--- config.mk ---
export PLATFORM = sky130hd
export DESIGN_NAME = tlb_simple
export DESIGN_NICKNAME = d
export VERILOG_FILES = /design/src/rtl/tlb_pkg.sv /design/src/rtl/tlb_match_enc.sv /design/src/rtl/tlb_simple.sv
export SDC_FILE = /design/constraint.sdc
export NUM_CORES = 1
export LEC_CHECK = 0
export CORE_ASPECT_RATIO = 1.5
export CORE_MARGIN = 2
export CORE_UTILIZATION = 45
export CTS_CLUSTER_DIAMETER = 120
export CTS_CLUSTER_SIZE = 40
export DETAILED_ROUTE_END_ITERATION = 8
export GPL_TIMING_DRIVEN = 0
export PLACE_DENSITY = 0.69
export SYNTH_ARGS = -nofsm -noshare
export SYNTH_HDL_FRONTEND = slang
export SYNTH_SLANG_ARGS = --single-unit
--- constraint.sdc ---
create_clock -name clk -period 2.5 [get_ports clk]
set_input_delay 0.25 -clock clk [delete_from_list [all_inputs] [get_ports clk]]
set_output_delay 0.25 -clock clk [all_outputs]
set_load 0.005 [all_outputs]
--- src/rtl/tlb_pkg.sv ---
// Shared types and constants for the tlb_simple slice: stored entry layout and permission bit positions.
package tlb_pkg;

   localparam int VPN_W  = 27;
   localparam int PPN_W  = 27;
   localparam int ASID_W = 8;

   localparam int PERM_R = 2;
   localparam int PERM_W = 1;
   localparam int PERM_X = 0;

   typedef struct packed {
      logic              valid;
      logic [VPN_W-1:0]  vpn;
      logic [PPN_W-1:0]  ppn;
      logic [ASID_W-1:0] asid;
      logic              dirty;
      logic              accessed;
      logic [2:0]        perm;
      logic              is_global;
   } tlb_entry_t;

endpackage

--- src/rtl/tlb_match_enc.sv ---
// Per-entry tag match vector followed by a lowest-index-wins priority encoder.
// With cmp_tags=0 it degenerates to a "first set bit of cand" search.
module tlb_match_enc
   import tlb_pkg::*;
#(
   parameter int N  = 4,
   parameter int IW = $clog2(N)
) (
   input  logic [N-1:0]             cand,
   input  logic [N-1:0][VPN_W-1:0]  vpns,
   input  logic [N-1:0][ASID_W-1:0] asids,
   input  logic [N-1:0]             globals,
   input  logic                     cmp_tags,
   input  logic                     cmp_asid,
   input  logic                     global_ok,
   input  logic [VPN_W-1:0]         vpn,
   input  logic [ASID_W-1:0]        asid,
   output logic                     any,
   output logic [IW-1:0]            index
);

   logic [N-1:0] match;

   for (genvar gi = 0; gi < N; gi++) begin : g_match
      assign match[gi] = cand[gi] & (!cmp_tags | ((vpns[gi] == vpn) &
                         (!cmp_asid | (global_ok & globals[gi]) | (asids[gi] == asid))));
   end

   always_comb begin
      any   = |match;
      index = '0;
      for (int i = N - 1; i >= 0; i--) begin
         if (match[i]) index = IW'(i);
      end
   end

endmodule

--- src/rtl/tlb_simple.sv ---
// Fully associative TLB: combinational lookup, clocked refill/invalidate, round-robin victim pointer.
// Optional macro TLB_ACCESSED_UPDATE_EN: a hit sets the entry's accessed bit at the next edge.
module tlb_simple
   import tlb_pkg::*;
#(
   parameter int ENTRIES    = 4,
   parameter int VPN_WIDTH  = VPN_W,
   parameter int PPN_WIDTH  = PPN_W,
   parameter int USE_ASID   = 1,
   parameter int ASID_WIDTH = ASID_W
) (
   input  logic                         clk,
   input  logic                         rst_n,
   input  logic                         req_valid,
   input  logic [VPN_WIDTH-1:0]         req_vpn,
   input  logic [ASID_WIDTH-1:0]        req_asid,
   output logic                         hit,
   output logic [$clog2(ENTRIES)-1:0]   hit_index,
   output logic [PPN_WIDTH-1:0]         hit_ppn,
   output logic                         hit_dirty,
   output logic                         hit_accessed,
   output logic [2:0]                   hit_perm,
   output logic                         hit_global,
   input  logic                         inval_all,
   input  logic                         inval_vpn_valid,
   input  logic [VPN_WIDTH-1:0]         inval_vpn,
   input  logic [ASID_WIDTH-1:0]        inval_asid,
   input  logic                         write_valid,
   input  logic                         write_idx_valid,
   input  logic [$clog2(ENTRIES)-1:0]   write_idx,
   input  logic [VPN_WIDTH-1:0]         write_vpn,
   input  logic [PPN_WIDTH-1:0]         write_ppn,
   input  logic                         write_dirty,
   input  logic                         write_accessed,
   input  logic                         write_global,
   input  logic [2:0]                   write_perm,
   input  logic [ASID_WIDTH-1:0]        write_asid,
   output logic [$clog2(ENTRIES)-1:0]   repl_index
);

   localparam int IW = $clog2(ENTRIES);

   // Storage uses the package entry layout; widths here must agree with tlb_pkg.
   tlb_entry_t ent_reg [ENTRIES];
   logic [IW-1:0] rr_ptr_reg;

   logic [ENTRIES-1:0]             valid_vec, glob_vec, inval_vec;
   logic [ENTRIES-1:0][VPN_W-1:0]  vpn_vec;
   logic [ENTRIES-1:0][ASID_W-1:0] asid_vec;
   logic                           cmp_asid;

   assign cmp_asid = (USE_ASID != 0);

   for (genvar gi = 0; gi < ENTRIES; gi++) begin : g_flat
      assign valid_vec[gi] = ent_reg[gi].valid;
      assign glob_vec[gi]  = ent_reg[gi].is_global;
      assign vpn_vec[gi]   = ent_reg[gi].vpn;
      assign asid_vec[gi]  = ent_reg[gi].asid;
      assign inval_vec[gi] = inval_vpn_valid && (ent_reg[gi].vpn == inval_vpn) &&
                             (!cmp_asid || (ent_reg[gi].asid == inval_asid));
   end

   logic          look_any, dup_any, free_any;
   logic [IW-1:0] look_idx, dup_idx, free_idx;

   tlb_match_enc #(.N(ENTRIES)) u_lookup (
      .cand(valid_vec), .vpns(vpn_vec), .asids(asid_vec), .globals(glob_vec),
      .cmp_tags(1'b1), .cmp_asid(cmp_asid), .global_ok(1'b1),
      .vpn(req_vpn), .asid(req_asid), .any(look_any), .index(look_idx)
   );

   // Refill dedup ignores the global bit so a re-walk of the same page lands in place.
   tlb_match_enc #(.N(ENTRIES)) u_dedup (
      .cand(valid_vec), .vpns(vpn_vec), .asids(asid_vec), .globals(glob_vec),
      .cmp_tags(1'b1), .cmp_asid(cmp_asid), .global_ok(1'b0),
      .vpn(write_vpn), .asid(write_asid), .any(dup_any), .index(dup_idx)
   );

   tlb_match_enc #(.N(ENTRIES)) u_free (
      .cand(~valid_vec), .vpns(vpn_vec), .asids(asid_vec), .globals(glob_vec),
      .cmp_tags(1'b0), .cmp_asid(1'b0), .global_ok(1'b0),
      .vpn(write_vpn), .asid(write_asid), .any(free_any), .index(free_idx)
   );

   tlb_entry_t hit_entry, new_entry;
   logic [IW-1:0] write_tgt;
   logic          use_rr;

   assign repl_index = free_any ? free_idx : rr_ptr_reg;
   assign hit        = req_valid & look_any;
   assign hit_entry  = ent_reg[look_idx];
   assign hit_index  = hit ? look_idx : '0;
   assign hit_ppn    = hit ? hit_entry.ppn : '0;
   assign hit_dirty  = hit & hit_entry.dirty;
   assign hit_accessed = hit & hit_entry.accessed;
   assign hit_perm   = hit ? hit_entry.perm : 3'b000;
   assign hit_global = hit & hit_entry.is_global;

   assign write_tgt = write_idx_valid ? write_idx : (dup_any ? dup_idx : repl_index);
   assign use_rr    = write_valid & !write_idx_valid & !dup_any & !free_any;

   always_comb begin
      new_entry              = '0;
      new_entry.valid        = 1'b1;
      new_entry.vpn          = write_vpn;
      new_entry.ppn          = write_ppn;
      new_entry.asid         = write_asid;
      new_entry.dirty        = write_dirty;
      new_entry.accessed     = write_accessed;
      new_entry.perm[PERM_R] = write_perm[PERM_R];
      new_entry.perm[PERM_W] = write_perm[PERM_W];
      new_entry.perm[PERM_X] = write_perm[PERM_X];
      new_entry.is_global    = write_global;
   end

   // Later non-blocking assignments win: invalidate, then accessed update, then write.
   always_ff @(posedge clk or negedge rst_n) begin
      if (!rst_n) begin
         for (int i = 0; i < ENTRIES; i++) ent_reg[i] <= '0;
         rr_ptr_reg <= '0;
      end else if (inval_all) begin
         for (int i = 0; i < ENTRIES; i++) ent_reg[i].valid <= 1'b0;
      end else begin
         for (int i = 0; i < ENTRIES; i++) begin
            if (inval_vec[i]) ent_reg[i].valid <= 1'b0;
         end
`ifdef TLB_ACCESSED_UPDATE_EN
         if (hit && !inval_vec[look_idx])
            ent_reg[look_idx].accessed <= 1'b1;
`endif
         if (write_valid) ent_reg[write_tgt] <= new_entry;
         if (use_rr)      rr_ptr_reg <= rr_ptr_reg + IW'(1);
      end
   end

endmodule

==> impl_metrics.json, run 1 <==
{
  "crit_path_cell_trace": "xnor2_4, nand4_1, or4_4, nor3_4, nand2b_4, nand3_4, clkbuf_16, buf_8, a211oi_4, buf_2",
  "critPathBufInv": 3,
  "max_slew.worst_pin.slew_ps": 995,
  "dpl.hpwl_um": 51300,
  "rsz0062_at_grt": "yes",
  "p_leak_nw": 8.75,
  "power_mw": 15.5,
  "htree_levels": 1,
  "synth-edff-count": 0,
  "synth_ff_type": "dfrtp_1",
  "ant_nets": 0,
  "synth_nets": 1542,
  "setup_viol": 312,
  "relSlewSlack": 0.337,
  "die_h_um": 238,
  "fin_skew_ps": 35.9,
  "ys_seq_area_frac": 0.424,
  "violations": "negative setup slack",
  "cts-root-buf": "clkbuf_16",
  "whs_path_depth": 2,
  "synth.most_common_cell": "xnor2_1",
  "hold_path_class": "in -> reg",
  "cp_max_fo": 8,
  "fin_hold_ws_ps": 115,
  "place_area_sq_um": 18500,
  "cp_slowest_stage_delay_ps": 630,
  "cts_buffer_depth": 3,
  "cap_violations": 0,
  "nFillCells": 3046,
  "num_rows": 85,
  "design.core.area_sq_um": 35900,
  "ys_async_sr_fraction": 1.00,
  "yosys_warnings": 0,
  "antenna_found_initial": 0,
  "r2r_slack_ps": -910,
  "period_minus_slack_ps": 3840,
  "ys_ff_latch": 278,
  "grt.total_usage": 0.354,
  "yosys-top-cells-area": "dfrtp_1 42%, mux2_2 17%, xnor2_1 16%",
  "arrival_ps": 3590,
  "die_width_um": 160,
  "clock.fmax_ghz": 0.261,
  "viasPerCell": 5.84,
  "ys_types": 42,
  "synth_common_cells": "298 x xnor2_1, 278 x dfrtp_1, 246 x mux2_2",
  "wl_um": 68400,
  "ir_drop_v": 0.000739,
  "drive_above_1_share": 0.406,
  "tritoncts": "yes",
  "cp-end-kind": "output pin",
  "netlist_instances": 1395,
  "cts_buffers": 10,
  "synth_top_area_frac": 0.424,
  "clk_pin_slew_ps": 160,
  "vias": 12200,
  "drtIter0Drc": 734,
  "cpMaxStageDelayCell": "or4_4",
  "syn_avg_cell_area_sq_um": 11.8,
  "clk_latency_ps": 540,
  "synth_area_sq_um": 16400,
  "path_class": "reg -> out",
  "grt_pass1_wl_um": 95600,
  "cts_sinks": 278,
  "status": "finished, violations left",
  "r2r_cells": 15,
  "post-route-period-util": 1.53,
  "port-buffer-count": 106,
  "dr.pass1.iters": 7,
  "drc": 0,
  "grt_max_degree": 120,
  "critPathRequiredTime_ps": 2250,
  "synth.largest_area_cell": "dfrtp_1",
  "start_kind": "flip-flop",
  "power_density_nw_per_um2": 721,
  "fin_nets": 1761,
  "design_area_sq_um": 21600,
  "syn2layout_area_growth_pct": 31.3,
  "gp_congestion": 1.02,
  "cp_top_family": "simple AND/OR/NAND/NOR gates",
  "die_area_sq_um": 38100,
  "grt.overflow.total": 0,
  "grt_pass1_vias": 13000,
  "insertedDiodeCount": 0,
  "wl_per_cell_um": 32.7,
  "hold_violations": 0,
  "initial_core_util": 0.457,
  "io_pins": 185,
  "drv_slew": 0,
  "hold_start": "write_vpn[7]",
  "setup_ws_ps": -1340
}
[worst reg2reg max path: stages, from the launching register on]
cell,delay (ps)
dfrtp_2,480
buf_6,140
xnor2_4,210
nand4_1,370
nor3_2,410
and3_4,260
o21ai_4,70
buf_6,120
buf_6,100
o211a_4,150
nor3_4,150
buf_12,180
buf_12,150
buf_6,100
buf_12,120
mux2_4,300
[layout by cell type, fill, tap and decap left out, drive strengths merged, types with 2 or more instances in the layout]
cell type,n
nand2b,3
a211oi,32
xnor2,298
and2,2
clkdlybuf4s50,69
buf,169
nor4,41
inv,3
nand3,9
o21ai,6
a221oi,33
xor2,123
or4,2
a21oi,2
nor2,11
a31oi,2
clkbuf,103
o211ai,4
nand4,81
nand2,11
mux2,272
a31o,2
a21boi,2
mux2i,32
and3,4
dfrtp,278
nor3,12
[per-layer routing]
metal	global-route usage	part of all wire
met1	0.390	0.36
met2	0.624	0.50
met3	0.0553	0.045
met4	0.251	0.090
met5	0	0
[final cells by class]
| type | instances | area [sq um] | share of cell area |
|---|---|---|---|
| multi-input combinational | 989 | 10400 | 0.484 |
| timing repair buffer | 209 | 2310 | 0.107 |
| sequential | 278 | 6980 | 0.324 |
| tap | 478 | 598 | 0.0277 |
| inverter | 4 | 15.0 | 0.000697 |
| buffer | 122 | 930 | 0.0431 |
| clock buffer | 12 | 289 | 0.0134 |
[power breakdown]
part / internal [mW] / leakage, nW / total, mW / switching, mW
Sequential: 5.69 / 3.34 / 7.42 / 1.72
Combinational: 3.12 / 5.27 / 5.83 / 2.71
Clock: 0.832 / 0.143 / 2.29 / 1.46
[how the worst max path moves through the flow]
stage,from,endpoint,cells past startpoint
3_3_place_gp,rst_n,asynchronous set/reset pin,1
5_1_grt,flip-flop,hit_ppn[4],13
4_1_cts,flip-flop,hit_ppn[16],12
2_1_floorplan,flip-flop,flip-flop,10
3_5_place_dp,req_vpn[9],hit_ppn[16],10
6_report,flip-flop,hit_perm[0],10
[metrics by stage]
step            util  setup WS [ps]  TNS [ps]  instances
2_1_floorplan      -           -153    -11370       1395
3_5_place_dp   0.515          -2230   -554860       1981
6_report       0.600          -1340   -250280       2092
5_1_grt        0.600          -1360   -263230       2092
4_1_cts        0.580          -1260   -260210       2075
3_3_place_gp   0.513         -11110  -3627820       1979
[cells by family (layout without fill, tap and decap cells)]
family	Yosys count	count (layout)	synth area share
AOI/OAI and AO/OA	86	86	0.0422
xor gates and xnor gates	421	421	0.225
buffers and inverters	128	347	0.0348
DFF	278	278	0.424
muxes	304	304	0.210
and+or+nand+nor	178	178	0.0646
[repair_timing]
action | 4_1_cts | 5_1_grt
endpoints found under the setup margin | 314 | 315
resized for setup | 423 | 130
pin swaps | 60 | 44
cloned | 13 | 6
buffers inserted | 68 | 18
endpoints found under the hold margin | 63 | 0
hold buffers | 1 | 0
Power figures use the tool's default switching activity.
==> inputs of run 2 (changes only) <==
==> constraint.sdc (replaced) <==
create_clock -name clk -period 3.3 [get_ports clk]
set_input_delay 0.33 -clock clk [delete_from_list [all_inputs] [get_ports clk]]
set_output_delay 0.33 -clock clk [all_outputs]
set_load 0.005 [all_outputs]
==> run 2 against run 1 <==
The flow still finishes with violations (negative setup slack). Count of clock-buffer cells in the layout stayed put. Combinational power is 31% lower. Wire length is 2.3% lower. Sequential power is 25% lower. Final cell count is 0.33% lower. Register-to-register slack better by 650 ps. First-iteration DRC count is 9.0% higher. Critical path type unchanged. Largest cell class unchanged. Largest power group unchanged.
==> impl_metrics.json, run 2 (same netlist as run 1, synthesis figures left out) <==
{
  "design_area_sq_um": 20900,
  "layout_common_cells": "274 x xnor2_1, 259 x dfrtp_1, 246 x mux2_2",
  "wl_um": 66900,
  "die_h_um": 238,
  "drtIter0Drc": 800,
  "insertedDiodeCount": 0,
  "drive_above_1_share": 0.383,
  "clk_pin_slew_ps": 170,
  "multi_input_area_sq_um": 9840,
  "cp-end-kind": "output pin",
  "combPwrFrac": 0.355,
  "die_width_um": 160,
  "htree_levels": 1,
  "cts_buffers": 10,
  "rsz0062_at_grt": "yes",
  "place_area_sq_um": 18100,
  "antenna_found_initial": 0,
  "cap_violations": 0,
  "switching_power_mw": 4.27,
  "period_minus_slack_ps": 3850,
  "crit_path_cell_trace": "xnor2_4, nand4_1, or4_4, nor3_4, buf_12, nand2b_4, nand3_4, clkbuf_16, buf_12, buf_6, a211oi_4, buf_2",
  "cp_slowest_stage_delay_ps": 530,
  "fin_hold_ws_ps": 198,
  "hold_violations": 0,
  "initial_core_util": 0.457,
  "relSlewSlack": 0.363,
  "r2r_cells": 11,
  "crit_top_cell": "buf_12",
  "p_clk_frac": 0.153,
  "grt.total_usage": 0.336,
  "port-buffer-count": 106,
  "arrival_ps": 3520,
  "grt_pass1_wl_um": 90700,
  "hold_path_class": "in -> reg",
  "drc": 0,
  "dpl.hpwl_um": 49700,
  "r2r_slack_ps": -260,
  "path_class": "reg -> out",
  "num_rows": 85,
  "fin_nets": 1754,
  "p_seq_frac": 0.492,
  "die_area_sq_um": 38100,
  "syn2layout_area_growth_pct": 27.0,
  "cpMaxStageDelayCell": "or4_4",
  "design.core.area_sq_um": 35900,
  "setup_ws_ps": -553,
  "io_pins": 185,
  "tritoncts": "yes",
  "cts_buffer_depth": 3,
  "switching_share": 0.376,
  "status": "finished, violations left",
  "drv_slew": 0,
  "clock.fmax_ghz": 0.260,
  "grt_max_degree": 117,
  "instances_no_fill": 2085,
  "vias": 12300,
  "p_leak_nw": 8.32,
  "gp_congestion": 1.01,
  "critPathRequiredTime_ps": 2970,
  "power_density_nw_per_um2": 544,
  "ant_nets": 0,
  "grt_pass1_vias": 12800,
  "wl_per_cell_um": 32.1,
  "cts_sinks": 278,
  "cts-root-buf": "clkbuf_16",
  "endpoint": "hit_ppn[17]",
  "nFillCells": 3147,
  "cp_max_fo": 5,
  "violations": "negative setup slack",
  "setup_viol": 287,
  "fin_skew_ps": 34.9,
  "dp_cells": 1981,
  "ir_drop_v": 0.000454,
  "seqCellArea_sq_um": 6980,
  "place_ws_ps": -1820,
  "internal_power_mw": 7.08,
  "max_slew.worst_pin.slew_ps": 955,
  "post-route-period-util": 1.17,
  "dr.pass1.iters": 6,
  "viasPerCell": 5.91,
  "clk_latency_ps": 530,
  "grt.overflow.total": 0,
  "start_kind": "flip-flop",
  "layout_commonest_cell": "xnor2_1"
}
## run 2: cell types whose count changed in the layout (fill, tap and decap cells not counted), moves of 12 or more
cell / delta
mux2_4: -107
a221oi_1: -12
buf_6: -13
mux2_2: +107
buf_8: -13
clkbuf_1: +27
buf_12: +12
clkbuf_2: -27
## run 2: cell type report
type | count | share of cell area
inverter | 4 | 0.000720
tap | 478 | 0.0287
buffer | 121 | 0.0460
sequential | 278 | 0.335
clock buffer | 12 | 0.0139
timing repair buffer | 203 | 0.104
multi-input combinational | 989 | 0.472
## run 2: layer usage
layer,wire length [um],up-vias,track usage
met5,0,-,0
met3,2740,197,0.0320
met4,6570,0,0.254
li1,-,5317,-
met2,33900,481,0.595
met1,23700,6329,0.372
## run 2: worst max-delay path: cells and delay by family, from the launching register on
kind                      cells  cell delay [ps]
AOI/OAI and AO/OA             1              210
buffers and inverters         5              770
DFF                           1              480
xor gates and xnor gates      1              260
and+or+nand+nor               5             1290
## run 2: timing repair
| item | 4_1_cts | 5_1_grt |
|---|---|---|
| setup buffers | 31 | 48 |
| endpoints found under the setup margin | 312 | 312 |
| endpoints found under the hold margin | 64 | 0 |
| gates cloned | 3 | 15 |
| resized for setup | 356 | 131 |
| pin swaps | 34 | 44 |
| hold buffers | 1 | 0 |
## run 2: through the flow
| stage | total power, mW | setup TNS, ps | util |
|---|---|---|---|
| global route | 11.7 | -52800 | 0.580 |
| finish | 11.3 | -53080 | 0.580 |
| detailed placement | 9.04 | -365410 | 0.505 |
| CTS | 11.0 | -53990 | 0.548 |
| floorplan | 7.53 | 0 | - |
| global placement | 8.96 | -3235120 | 0.503 |
## run 2: worst min path at each step
stage | slack, ps | end | depth (start not counted) | start
floorplan | 30 | asynchronous set/reset pin | 0 | rst_n
global placement | 470 | rr_ptr_reg[1] | 1 | rr_ptr_reg[1]
detailed placement | 310 | asynchronous set/reset pin | 1 | rst_n
CTS | 200 | flip-flop | 2 | write_vpn[22]
global route | 220 | flip-flop | 2 | write_vpn[25]
finish | 200 | flip-flop | 2 | write_vpn[25]
## run 2: power by group through the flow
| stage | sequential (mW) | combinational (mW) | clock [mW] |
|---|---|---|---|
| after global placement | 5.49 | 3.47 | 0 |
| after CTS | 5.52 | 3.71 | 1.74 |
| after floorplan | 5.12 | 2.41 | 0 |
| after detailed placement | 5.53 | 3.52 | 0 |
| after global routing | 5.69 | 4.20 | 1.85 |
| final | 5.58 | 4.03 | 1.74 |
==> inputs of run 3 (changes only) <==
--- a/config.mk
+++ b/config.mk
@@ -6,7 +6,7 @@
 export NUM_CORES = 1
 export LEC_CHECK = 0
 export CORE_ASPECT_RATIO = 1.5
-export CORE_MARGIN = 2
+export CORE_MARGIN = 5
 export CORE_UTILIZATION = 45
 export CTS_CLUSTER_DIAMETER = 120
 export CTS_CLUSTER_SIZE = 40
==> run 3 against run 2 <==
The flow still finishes with violations (negative setup slack). Count of clock-buffer cells in the layout is 1 higher. Design area is 2.5% higher. Final cell count is 0.67% higher. Maximum frequency is 1.2% higher. Sequential power is 0.9% higher. Utilization is 1.5 points higher. Critical path depth stayed put. Worst hold slack better by 21 ps. Clock power is 3% lower. Critical endpoint is now hit_perm[0]. Largest cell class unchanged. Largest power group unchanged. Highest routed layer unchanged.
==> impl_metrics.json, run 3 (same netlist as run 1, synthesis figures left out) <==
{
  "status": "finished, violations left",
  "violations": "negative setup slack",
  "viasPerCell": 5.93,
  "seqCellArea_sq_um": 6990,
  "use_met3": 0.0351,
  "hold_path_class": "in -> reg",
  "grt_busiest_layer": "met2",
  "grt_pass1_wl_um": 93800,
  "rsz0062_at_grt": "yes",
  "antenna_found_initial": 3,
  "nFillCells": 2977,
  "dpl.hpwl_um": 49800,
  "syn2layout_area_growth_pct": 30.3,
  "ir_drop_v": 0.000383,
  "design.core.area_sq_um": 35900,
  "drv_slew": 0,
  "relSlewSlack": 0.301,
  "multi_input_area_sq_um": 10200,
  "start_kind": "flip-flop",
  "clk_pin_slew_ps": 160,
  "design_area_sq_um": 21400,
  "hold_violations": 0,
  "use_met2": 0.578,
  "power_density_nw_per_um2": 538,
  "arrival_ps": 3480,
  "vias": 12500,
  "cts-root-buf": "clkbuf_16",
  "cp-end-kind": "output pin",
  "wl_per_cell_um": 32.0,
  "layout_common_cells": "272 x xnor2_1, 251 x dfrtp_1, 211 x mux2_2",
  "place_area_sq_um": 18100,
  "cts_buffers": 10,
  "tritoncts": "yes",
  "io_pins": 185,
  "power_mw": 11.5,
  "grt.total_usage": 0.318,
  "port-buffer-count": 106,
  "dr.pass1.iters": 5,
  "num_rows": 85,
  "critPathRequiredTime_ps": 2970,
  "ant_nets": 0,
  "drive_above_1_share": 0.400,
  "grt_max_degree": 124,
  "setup_ws_ps": -507,
  "gp_congestion": 1.00,
  "post-route-period-util": 1.15,
  "cts_buffer_depth": 3,
  "p_leak_nw": 8.45,
  "cp_max_fo": 7,
  "setup_viol": 309,
  "layout_commonest_cell": "xnor2_1",
  "cap_violations": 0,
  "htree_levels": 1,
  "cts_sinks": 278,
  "die_area_sq_um": 40500,
  "period_minus_slack_ps": 3810,
  "clk_latency_ps": 530,
  "gr-usage-met1": 0.345,
  "fin_nets": 1764,
  "path_class": "reg -> out",
  "place_ws_ps": -1870,
  "die_width_um": 166,
  "grt.overflow.total": 0,
  "die_h_um": 244,
  "max_slew.worst_pin.slew_ps": 1050,
  "drc": 0,
  "initial_core_util": 0.457,
  "clock.fmax_ghz": 0.263,
  "wl_um": 67300,
  "fin_skew_ps": 29.9,
  "drtIter0Drc": 969,
  "grt_pass1_vias": 13200
}
-- run 3: changes by cell type in the layout (fill, tap and decap cells not counted), moves of 5 or more --
| cell | before | now |
|---|---|---|
| a211oi_4 | 3 | 8 |
| a221oi_1 | 10 | 1 |
| a221oi_4 | 2 | 8 |
| buf_12 | 31 | 40 |
| buf_16 | 4 | 10 |
| clkbuf_16 | 28 | 18 |
| dfrtp_1 | 259 | 251 |
| dfrtp_2 | 19 | 27 |
| mux2_2 | 246 | 211 |
| mux2_4 | 26 | 61 |
| mux2i_1 | 14 | 9 |
-- run 3: worst max-delay path, cell delays in order, from the launching register on --
cell and delay, ps:
dfrtp_1 480, xnor2_2 350, nand4_1 220, nor3_4 340
o211ai_1 150, buf_4 190, o21ai_4 160, nand2_4 130
buf_12 170, buf_4 130, mux2i_2 150, a211oi_4 280
buf_2 180
-- run 3: area by class of cell --
| type | count | area share |
|---|---|---|
| flip-flops and latches | 278 | 0.327 |
| diodes | 3 | 0.000351 |
| well taps | 478 | 0.0280 |
| repair buffers | 211 | 0.105 |
| plain buffers | 123 | 0.0484 |
| multi-input cells | 989 | 0.477 |
| inverters | 4 | 0.000702 |
| clock buffers | 13 | 0.0132 |
-- run 3: report_power, final --
group	switching, mW	internal [mW]
Combinational	1.94	2.25
Clock	1.08	0.615
Sequential	1.31	4.32
-- run 3: metrics by stage --
| stage | std cells | setup TNS, ps | hold slack [ps] | util |
|---|---|---|---|---|
| final | 2099 | -58590 | 219 | 0.595 |
| after detailed placement | 1981 | -364790 | 315 | 0.505 |
| after floorplan | 1395 | 0 | 34.4 | - |
| after global placement | 1979 | -3189850 | 468 | 0.503 |
| after global routing | 2096 | -56790 | 210 | 0.595 |
| after CTS | 2064 | -55620 | 207 | 0.576 |
-- run 3: timing repair --
item,in CTS,in global routing
hold buffers,1,0
setup endpoints to repair,312,312
resized for setup,484,90
endpoints found under the hold margin,63,0
cloned,9,4
buffers inserted,63,31
pin swaps,56,42
-- run 3: worst paths after layout --
kind                                    start                          to  slack, ps  depth (start not counted)
worst max-delay path                flip-flop                 hit_perm[0]       -510                         12
worst min-delay path            write_asid[2]                   flip-flop        220                          2
max in group asynchronous               rst_n  asynchronous set/reset pin       1900                          3
worst min register to register  rr_ptr_reg[1]               rr_ptr_reg[1]        500                          1
min in group asynchronous               rst_n  asynchronous set/reset pin        310                          2
worst max register to register      flip-flop                   flip-flop       -280                         13
-- run 3: routing by layer --
layer  up-vias  routed length (um)
li1       5346                   -
met3       186                2910
met5         -                   0
met2       484               34700
met1      6436               23600
met4         0                6080
